**src/rtl/pc_stack_unit.sv**
```systemverilog
// Program counter with next-PC selection and a circular return-address stack.
// Every candidate target is derived from the registered PC, so no input reaches PC combinationally.
module pc_stack_unit #(
  parameter int unsigned      WIDTH        = 32,
  parameter int unsigned      RAS_DEPTH    = 8,
  parameter logic [WIDTH-1:0] RESET_VECTOR = '0
) (
  input  logic                         clock,
  input  logic                         reset,
  input  logic                         stall,
  input  logic [1:0]                   sig_pc_src,
  input  logic                         sig_call,
  input  logic [WIDTH-1:0]             I_TypeImmediate,
  input  logic [WIDTH-7:0]             J_TypeImmediate,
  output logic [WIDTH-1:0]             PC,
  output logic [$clog2(RAS_DEPTH):0]   ras_count,
  output logic                         ras_empty,
  output logic                         ras_full,
  output logic                         ras_overflow,
  output logic                         ras_underflow
);

  localparam int unsigned PtrW = $clog2(RAS_DEPTH);
  localparam int unsigned CntW = PtrW + 1;

  typedef enum logic [1:0] {
    SrcNext = 2'b00,
    SrcTos  = 2'b01,
    SrcBta  = 2'b10,
    SrcJa   = 2'b11
  } pc_src_e;

  logic [WIDTH-1:0] pc_q, pc_d;
  logic [PtrW-1:0]  top_q, top_d, top_inc;
  logic [CntW-1:0]  cnt_q, cnt_d;
  logic             ovf_q, ovf_d;
  logic             unf_q, unf_d;
  logic             push;
  logic [WIDTH-1:0] stack_q [RAS_DEPTH];

  logic [WIDTH-1:0] pc_inc, pc_bta, pc_ja;
  logic             cnt_zero, cnt_max;

  assign pc_inc   = pc_q + WIDTH'(1);
  assign pc_bta   = pc_q + I_TypeImmediate;
  assign pc_ja    = {pc_q[WIDTH-1:WIDTH-6], J_TypeImmediate};
  assign top_inc  = top_q + PtrW'(1);
  assign cnt_zero = (cnt_q == '0);
  assign cnt_max  = (cnt_q == CntW'(RAS_DEPTH));

  always_comb begin
    pc_d  = pc_q;
    top_d = top_q;
    cnt_d = cnt_q;
    ovf_d = ovf_q;
    unf_d = unf_q;
    push  = 1'b0;
    unique case (pc_src_e'(sig_pc_src))
      SrcNext: pc_d = pc_inc;
      SrcBta:  pc_d = pc_bta;
      SrcJa: begin
        pc_d = pc_ja;
        if (sig_call) begin
          // When full, the slot after top holds the oldest entry and is overwritten.
          push  = 1'b1;
          top_d = top_inc;
          if (cnt_max) ovf_d = 1'b1;
          else         cnt_d = cnt_q + CntW'(1);
        end
      end
      SrcTos: begin
        if (cnt_zero) begin
          pc_d  = pc_inc;
          unf_d = 1'b1;
        end else begin
          pc_d  = stack_q[top_q];
          top_d = top_q - PtrW'(1);
          cnt_d = cnt_q - CntW'(1);
        end
      end
      default: pc_d = pc_inc;
    endcase
  end

  always_ff @(posedge clock) begin
    if (reset) begin
      pc_q  <= RESET_VECTOR;
      top_q <= '0;
      cnt_q <= '0;
      ovf_q <= 1'b0;
      unf_q <= 1'b0;
    end else if (!stall) begin
      pc_q  <= pc_d;
      top_q <= top_d;
      cnt_q <= cnt_d;
      ovf_q <= ovf_d;
      unf_q <= unf_d;
    end
  end

  // Storage needs no reset; only the pointer and count define validity.
  always_ff @(posedge clock) begin
    if (!reset && !stall && push) begin
      stack_q[top_inc] <= pc_inc;
    end
  end

  assign PC            = pc_q;
  assign ras_count     = cnt_q;
  assign ras_empty     = cnt_zero;
  assign ras_full      = cnt_max;
  assign ras_overflow  = ovf_q;
  assign ras_underflow = unf_q;

endmodule

```
**config.mk**
```make
export PLATFORM = sky130hd
export DESIGN_NAME = pc_stack_unit
export DESIGN_NICKNAME = d
export VERILOG_FILES = /design/src/rtl/pc_stack_unit.sv
export SDC_FILE = /design/constraint.sdc
export NUM_CORES = 1
export LEC_CHECK = 0
export CORE_ASPECT_RATIO = 0.8
export CORE_MARGIN = 2
export CORE_UTILIZATION = 55
export DETAILED_ROUTE_END_ITERATION = 16
export GPL_ROUTABILITY_DRIVEN = 0
export PLACE_DENSITY_LB_ADDON = 0.2
export SYNTH_ARGS = -nofsm -noshare
export SYNTH_HDL_FRONTEND = slang
export SYNTH_SLANG_ARGS = --single-unit
```
**constraint.sdc**
```tcl
create_clock -name clock -period 5.48 [get_ports clock]
set_input_delay 0.548 -clock clock [delete_from_list [all_inputs] [get_ports clock]]
set_output_delay 0.548 -clock clock [all_outputs]
set_load 0.01 [all_outputs]
```
==> impl_metrics.yaml, run 1 <==
floorplanning:
  rows: 53
  die_h_um: 150
  core-area_um2: 26300
  die_x_um: 187
  die_area_um2: 28100
  io_pins: 104
  start_util_pct: 56.0
global_route:
  globalRouteOverflowTotal: 0
  grt_pass1_vias: 9552
  grt_usage_pct: 26.2
  antenna_found_initial: 0
  grt_pass1_wl_um: 56300
  grt_max_degree: 48
yosys:
  yosysTopAreaCellShare_pct: 52.2
  netlist_top_cells_area: "edfxtp_1 52%, mux4_2 9.8%, dfxtp_1 6.0%"
  netlist_area_um2: 14700
  synth-edff-count: 256
  synth_cells: 1086
  ys_seq_area_share_pct: 58.2
  synth_top_cell_by_area: "edfxtp_1"
  async_flop_share_pct: 0
  synth_ff_type: "edfxtp_1"
  synth.avg_cell_area_um2: 13.6
  synth_warnings: 0
  ys_types: 87
  syn-num-nets: 1188
  ys_seq_elements: 300
min_path:
  whs_endpoint: "ras_underflow"
  min_path_cells: 2
  min-delay-start: "ras_underflow"
  min_path_type: "register to register"
finish:
  final_cell_mix: "256 x edfxtp_1, 103 x clkdlybuf4s50_1, 74 x a21oi_1"
  final_common_cell: "edfxtp_1"
  postLayoutCellArea_um2: 16900
  fillCellCount: 1993
  area_delta_synth_final_pct: 15.0
  nets: 1277
  drive_gt1_share_pct: 13.5
  diodes: 0
clocking:
  cts_setup_buffers: 0
  tritoncts: "done"
  worstSkewPairLatency_ns: 0.55
  clk_pin_slew_ns: 0.06
  cts-resized-gates: 0
  holdBufCountCts: 0
  cts_root_buf: "clkbuf_16"
  numCtsBuffers: 29
  htreeDepth: 1
  cts.sinks: 300
  clock_tree.buffer_depth: 3
setup_path:
  worst_r2r_endpoint: "PC[14]"
  reg2reg_depth: 8
  path_max_fanout: 32
  r2r_slack_ns: 2.37
  worstPathArrival_ns: 3.48
  critical_path_class: "primary input to register"
  reg2reg_from: "PC[1]"
  crit_path_end_kind: "register"
  crit_path_start_kind: "primary input"
  cp_data_required_time_ns: 5.63
route:
  wirelength_um: 36900
  routed_via_density: 6.38
  firstDrtPassIters: 6
  drt_drc_violations_left: 0
  drt_iter0_drc: 1137
  dr_total_vias: 9917
  wl_per_cell_um: 23.7
  ant_nets: 0
power:
  leakagePower_uw: 0.00551
  ir_drop_v: 0.000236
  power.density_nw_per_um2: 305
  p_total_uw: 5170
run_status:
  status: "complete, no violations"
run:
  drv_cap: 0
timing:
  setup_violations: 0
  min_period_ns: 3.33
  finalCritPeriodShare_pct: 60.8
  rsz0062_at_grt: "no"
  drv_slew: 0
  relSlewSlack_pct: 20.3
  whs_ns: 0.478
  hold_violations: 0
  fin_tns_setup_ns: 0
  timing.fmax_mhz: 300
  tightest_slew_ns: 1.19
  finalClockSkew_ns: 0.0181
place:
  numPortBuffers: 103
  dpl-instance-area_um2: 16100
  dp_hpwl_um: 24500
==> cell type report <==
type                       instances  area, um2  share of cell area [%]
clock buffer                      35        748                    4.42
tap                              357        447                    2.64
timing repair buffer             120       1170                    6.91
multi-input combinational        702       5800                    34.3
inverter                          22       82.6                   0.487
sequential                       300       8570                    50.6
clock inverter                    18        119                   0.701
==> power by group <==
part           total (uW)  internal (uW)  switching (uW)
clock                1840           1020             826
combinational         722            312             410
sequential           2600           2530            70.6
total                5170           3860            1310
==> cell usage after synthesis, drive strengths merged (6+ instances only) <==
cell type / instances
nand4: 18
nor3: 22
buf: 25
xnor2: 40
ha: 36
a21oi: 76
a221oi: 13
a21o: 12
nand2: 68
clkbuf: 37
dfxtp: 44
mux4: 64
o22ai: 6
nor2: 66
o31ai: 6
edfxtp: 256
o21ai: 72
a2111oi: 6
a31oi: 6
a211oi: 7
mux2i: 33
o211ai: 8
and3: 18
inv: 20
xor2: 13
nand3: 22
==> critical path: stages <==
cell,delay (ns)
clkdlybuf4s50_1,0.90
and2_1,0.22
buf_4,0.26
and3_1,0.25
nand3_1,0.27
nor2_4,1.00
==> cell families (layout without fill, tap and decap cells) <==
family | after synthesis | in the layout | share of synthesized area [%]
AO/OA/AOI/OAI | 258 | 258 | 11.7
XOR/XNOR | 53 | 53 | 3.20
adder cells (fa/ha/maj) | 38 | 38 | 3.33
buffers and inverters | 84 | 195 | 2.80
flip-flops | 300 | 300 | 58.2
multiplexers | 101 | 101 | 12.3
AND/OR/NAND/NOR | 252 | 252 | 8.50
==> sequential cells by signal, summed over array words and instances (netlist names), named ones only <==
signal         cells
stack_q          256
PC                32
ras_count          4
top_q              3
ras_overflow       1
ras_underflow      1
==> worst max-delay path by stage <==
stage / start / endpoint / cells past startpoint
2_1_floorplan: sig_pc_src[1] / stack_q[1][0] / 6
3_3_place_gp: sig_pc_src[1] / stack_q[7][26] / 6
3_5_place_dp: sig_pc_src[1] / stack_q[7][26] / 6
4_1_cts: sig_pc_src[1] / stack_q[7][17] / 6
5_1_grt: sig_pc_src[1] / stack_q[7][16] / 6
6_report: sig_pc_src[1] / stack_q[7][29] / 6
==> per-layer routing <==
metal / global-route usage, % / routed length, um / vias up / part of all wire [%]
met5: 0 / 0 / - / 0
met4: 6.31 / 830 / 0 / 2.3
met3: 5.50 / 3310 / 60 / 9.0
met2: 42.0 / 17300 / 487 / 47
met1: 37.2 / 15500 / 4912 / 42
li1: - / - / 4458 / -
==> per-stage QoR <==
stage          util, %  worst slack [ns]  cells
2_1_floorplan        -              1.30   1086
3_3_place_gp      61.1              1.74   1501
3_5_place_dp      61.1              1.64   1501
4_1_cts           64.4              2.19   1554
5_1_grt           64.4              2.02   1554
6_report          64.4              2.15   1554
Note: power is estimated with default switching activity, not from simulation.
==> inputs of run 2 (changes only) <==
--- a/config.mk
+++ b/config.mk
@@ -7,7 +7,7 @@
 export LEC_CHECK = 0
 export CORE_ASPECT_RATIO = 0.8
 export CORE_MARGIN = 2
-export CORE_UTILIZATION = 55
+export CORE_UTILIZATION = 54
 export DETAILED_ROUTE_END_ITERATION = 16
 export GPL_ROUTABILITY_DRIVEN = 0
 export PLACE_DENSITY_LB_ADDON = 0.2
==> constraint.sdc (replaced) <==
create_clock -name clock -period 3.05 [get_ports clock]
set_input_delay 0.305 -clock clock [delete_from_list [all_inputs] [get_ports clock]]
set_output_delay 0.305 -clock clock [all_outputs]
set_load 0.01 [all_outputs]
==> run 2 against run 1 <==
  * Routed wire length up 8.5%
  * Hold slack worse by 0.0067 ns
  * Clock skew down 0.0078 ns
  * Sequential cell count unchanged
  * Register-to-register slack worse by 2.2 ns
  * Total power up 88%
  * Utilization up 1.2 points
  * Sequential share of layout area down 2.2 points
  * Sequential power up 78%
  * Count of clock-buffer cells in the layout down 4
  * Global-route usage up 1.5 points
  * First-iteration DRC count up 13%
  * Critical path type is now register to register
  * Highest routed layer unchanged
==> impl_metrics.yaml, run 2 (synthesis results as in run 1) <==
route:
  firstDrtPassIters: 5
  wirelength_um: 40000
  drt_iter0_drc: 1285
  routed_via_density: 6.39
  dr_total_vias: 10500
  ant_nets: 0
  drt_drc_violations_left: 0
  wl_per_cell_um: 24.4
global_route:
  grt_usage_pct: 27.7
  grt_util_met2_pct: 44.3
  grt_pass1_vias: 10000
  antenna_found_initial: 0
  grt_max_degree: 30
  gr-usage-met3_pct: 6.43
  grt_pass1_wl_um: 59400
  grt-busiest-layer: "met2"
  grt_util_met1_pct: 39.0
  globalRouteOverflowTotal: 0
clocking:
  htreeDepth: 1
  holdBufCountCts: 0
  worstSkewPairLatency_ns: 0.54
  numCtsBuffers: 29
  cts_setup_buffers: 0
  cts.sinks: 300
  clk_pin_slew_ns: 0.07
  tritoncts: "done"
  cts_root_buf: "clkbuf_16"
  clock_tree.buffer_depth: 3
power:
  p_sw_uw: 2440
  pwr-share-clk_pct: 37.0
  pwr-share-seq_pct: 47.7
  swShare_pct: 25.1
  ir_drop_v: 0.000510
  power.internal_uw: 7280
  leakagePower_uw: 0.00599
  share_comb_of_total_power_pct: 15.3
  power.density_nw_per_um2: 548
setup_path:
  worstPathArrival_ns: 3.35
  worst_path_max_delay_cell: "xnor2_1"
  reg2reg_depth: 7
  crit_path_start_kind: "register"
  crit_path_end_kind: "register"
  critical_path_class: "register to register"
  cp_data_required_time_ns: 3.53
  reg2reg_from: "PC[9]"
  crit_chain: "nand4_2 > nor4_4 > and3_1 > nand3_1 > xnor2_1 > a21oi_1 > o22ai_2"
  critPathMaxStageDelay_ns: 0.67
  worst_r2r_endpoint: "PC[26]"
  path_max_fanout: 9
  r2r_slack_ns: 0.18
min_path:
  whs_endpoint: "ras_underflow"
  min_path_cells: 2
  min_path_type: "register to register"
  min-delay-start: "ras_underflow"
finish:
  area_delta_synth_final_pct: 20.3
  drive_gt1_share_pct: 19.2
  seq_area_um2: 8570
  final_common_cell: "edfxtp_1"
  regMostFlops: "stack_q"
  instances_no_fill: 1637
  multi_input_area_um2: 5840
  largest_reg_flops: 256
  nets: 1353
  fillCellCount: 1978
  final_cell_mix: "256 x edfxtp_1, 103 x clkdlybuf4s50_1, 86 x buf_4"
  diodes: 0
floorplanning:
  die_area_um2: 28600
  rows: 54
  io_pins: 104
  start_util_pct: 54.5
  die_x_um: 189
  die_h_um: 152
  core-area_um2: 27000
timing:
  drv_slew: 0
  finalClockSkew_ns: 0.0103
  whs_ns: 0.471
  timing.fmax_mhz: 348
  tightest_slew_ns: 0.898
  relSlewSlack_pct: 39.7
  setup_violations: 0
  min_period_ns: 2.87
  finalCritPeriodShare_pct: 94.2
  worst_slack_ns: 0.178
  rsz0062_at_grt: "no"
  fin_tns_setup_ns: 0
  hold_violations: 0
run_status:
  status: "complete, no violations"
place:
  pre_cts_slack_ns: -0.114
  dp.cells: 1584
  numPortBuffers: 103
  dp_hpwl_um: 27800
run:
  drv_cap: 0
run 2: changes by cell type in the layout (fill, tap and decap cells not counted), moves of 2 or more:
| cell | delta |
|---|---|
| buf_4 | +70 |
| buf_12 | +6 |
| clkbuf_1 | -4 |
| clkinv_2 | +4 |
| bufinv_16 | +3 |
| clkinvlp_4 | -3 |
| nor3_2 | -2 |
| nor3_4 | +2 |
| xnor2_1 | -2 |
| xnor2_2 | +2 |
run 2: power groups by stage:
stage | logic, uW | registers, uW | clock network [uW]
6_report | 1480 | 4630 | 3600
5_1_grt | 1590 | 4640 | 3800
4_1_cts | 1460 | 4630 | 3640
3_5_place_dp | 1450 | 4720 | 0
3_3_place_gp | 1430 | 4720 | 0
2_1_floorplan | 872 | 4710 | 0
run 2: worst max path at each step:
stage	from	end	slack, ns	cells after the start
global placement	I_TypeImmediate[0]	PC[30]	-0.11	10
detailed placement	I_TypeImmediate[0]	PC[28]	-0.11	12
global route	PC[9]	PC[26]	0.02	7
CTS	PC[9]	PC[21]	0.18	7
floorplan	sig_pc_src[1]	stack_q[1][0]	-0.89	6
finish	PC[9]	PC[26]	0.18	7
run 2: cell type report:
type	count	area share [%]
inverters	22	0.466
flip-flops and latches	300	48.4
clock buffers	31	4.14
clock inverters	22	1.21
repair buffers	196	10.3
well taps	364	2.57
multi-input cells	702	33.0
run 2: critical path: cells and delay by family (launching register included):
kind / cells / cell delay (ns)
DFF: 1 / 0.56
AOI/OAI and AO/OA: 2 / 0.37
xor gates and xnor gates: 1 / 0.67
and+or+nand+nor: 4 / 1.19
run 2: what timing repair did:
action / in CTS / in global routing
gates resized for setup: 0 / 3
endpoints found under the hold margin: 0 / 0
endpoints found under the setup margin: 0 / 3
run 2: per-stage QoR:
stage,total power [uW],cell area (um2),util (%)
floorplan,5580,14700,-
finish,9710,17700,65.6
global placement,6150,16700,62.0
CTS,9730,17700,65.5
global route,10000,17700,65.6
detailed placement,6170,16700,62.0
run 2: per-layer routing:
layer	vias up	part of all wire [%]
li1	4626	-
met1	5206	41
met2	557	47
met3	79	10
met4	0	2.4
met5	-	0
==> RTL edit, RTL diff (config.mk and constraints of run 2) <==
The parameter `WIDTH` goes from 32 to 16.
--- a/src/rtl/pc_stack_unit.sv
+++ b/src/rtl/pc_stack_unit.sv
@@ -1,7 +1,7 @@
 // Program counter with next-PC selection and a circular return-address stack.
 // Every candidate target is derived from the registered PC, so no input reaches PC combinationally.
 module pc_stack_unit #(
-  parameter int unsigned      WIDTH        = 32,
+  parameter int unsigned      WIDTH        = 16,
   parameter int unsigned      RAS_DEPTH    = 8,
   parameter logic [WIDTH-1:0] RESET_VECTOR = '0
 ) (
Interface: changed (resized I_TypeImmediate, J_TypeImmediate and PC); port bits go from 104 to 56. No check against the original RTL was run, so the function may have changed too.
==> RTL edit against run 2 <==
Setup slack gained 0.26 ns; synthesized area fell by 50%; design area is 50% lower; power shrank 47%; die area decreased by 49%; sequential cell count fell by 144; fmax up 10%; routed wire length is 56% lower; largest cell class unchanged; highest routed layer unchanged.
==> RTL edit: results (changes against run 2) <==
Status
  – Outcome: finished clean

Worst setup path
  – R2r startpoint: PC[0]
  – Cells on worst reg2reg path: 8 (+1)
  – Peak per-stage delay on the critical path: 0.43 ns (-0.24 ns)
  – Largest delay contributor family on the critical path: compound AO/OA/AOI/OAI gates
  – Reg2reg end: PC[10]
  – Worst Path Max Fanout: 7 (-2)

Power
  – Max VDD drop: 0.4555 mV (-11%)
  – P_leak: 3.011 nW (-50%)
  – P_int: 3.763 mW (-48%)
  – Total Power: 5.142 mW (-47%)
  – Clock network power share: 39.9% (+2.9 points)

Global route
  – Gr usage total: 25.10% (-2.6 points)
  – Vias in the first global route: 4782 (-52%)
  – First-pass GRT wire length: 26.87 mm (-55%)

Placed design
  – Dpl ws: 0.2058 ns (+0.3197 ns)
  – DP Wirelength: 11.78 mm (-58%)
  – Placed cell count: 752 (-53%)

Drt
  – WL final: 17.48 mm (-56%)
  – Vias: 4897 (-53%)

Layout
  – Nets: 645 (-52%)
  – Max reg flops: 128 (-50%)

Logic synthesis
  – Top cells by count, synth: edfxtp_1, mux4_2, nor2_1
  – Seq/Total Area, Yosys: 59.48% (+1.3 points)
  – Mux share of post-synthesis cell area: 12.25% (-0.081 points)
  – Synth Area in XOR/XNOR: 3.667% (+0.46 points)
  – Synth Area per Inst: 14.27 sq um (+5.2%)
  – Post-Synth Adder-Cell Area: 3.920% (+0.59 points)

CTS
  – Maximum root-to-sink buffer count: 2 (-1)
  – H-tree Lvls: 4 (+3)
  – Worst skew pair latency: 0.42 ns (-0.12 ns)
RTL edit: cell count changes in the layout (fill, tap and decap cells not counted), sizes merged, moves of 15 or more:
cell,change
xnor2,-24
edfxtp,-128
clkdlybuf4s50,-48
ha,-16
dfxtp,-16
nand2,-42
mux2i,-20
o21ai,-42
nor2,-33
nand3,-15
buf,-69
a21oi,-51
mux4,-32
and3,-16
RTL edit: per-layer routing:
metal	global-route usage, %	up-vias	part of all wire (%)
li1	-	2205	-
met1	34.27	2435	42
met2	39.38	230	47
met3	7.671	27	9.2
met4	7.368	0	1.6
met5	0	-	0
RTL edit: area by class of cell:
type | count | area [sq um]
Fill cell | 941 | 4609
Sequential cell | 156 | 4405
Multi-Input combinational cell | 324 | 2829
Timing Repair Buffer | 79 | 743.2
Clock buffer | 17 | 425.4
Tap cell | 180 | 225.2
Clock inverter | 15 | 168.9
Inverter | 13 | 48.80
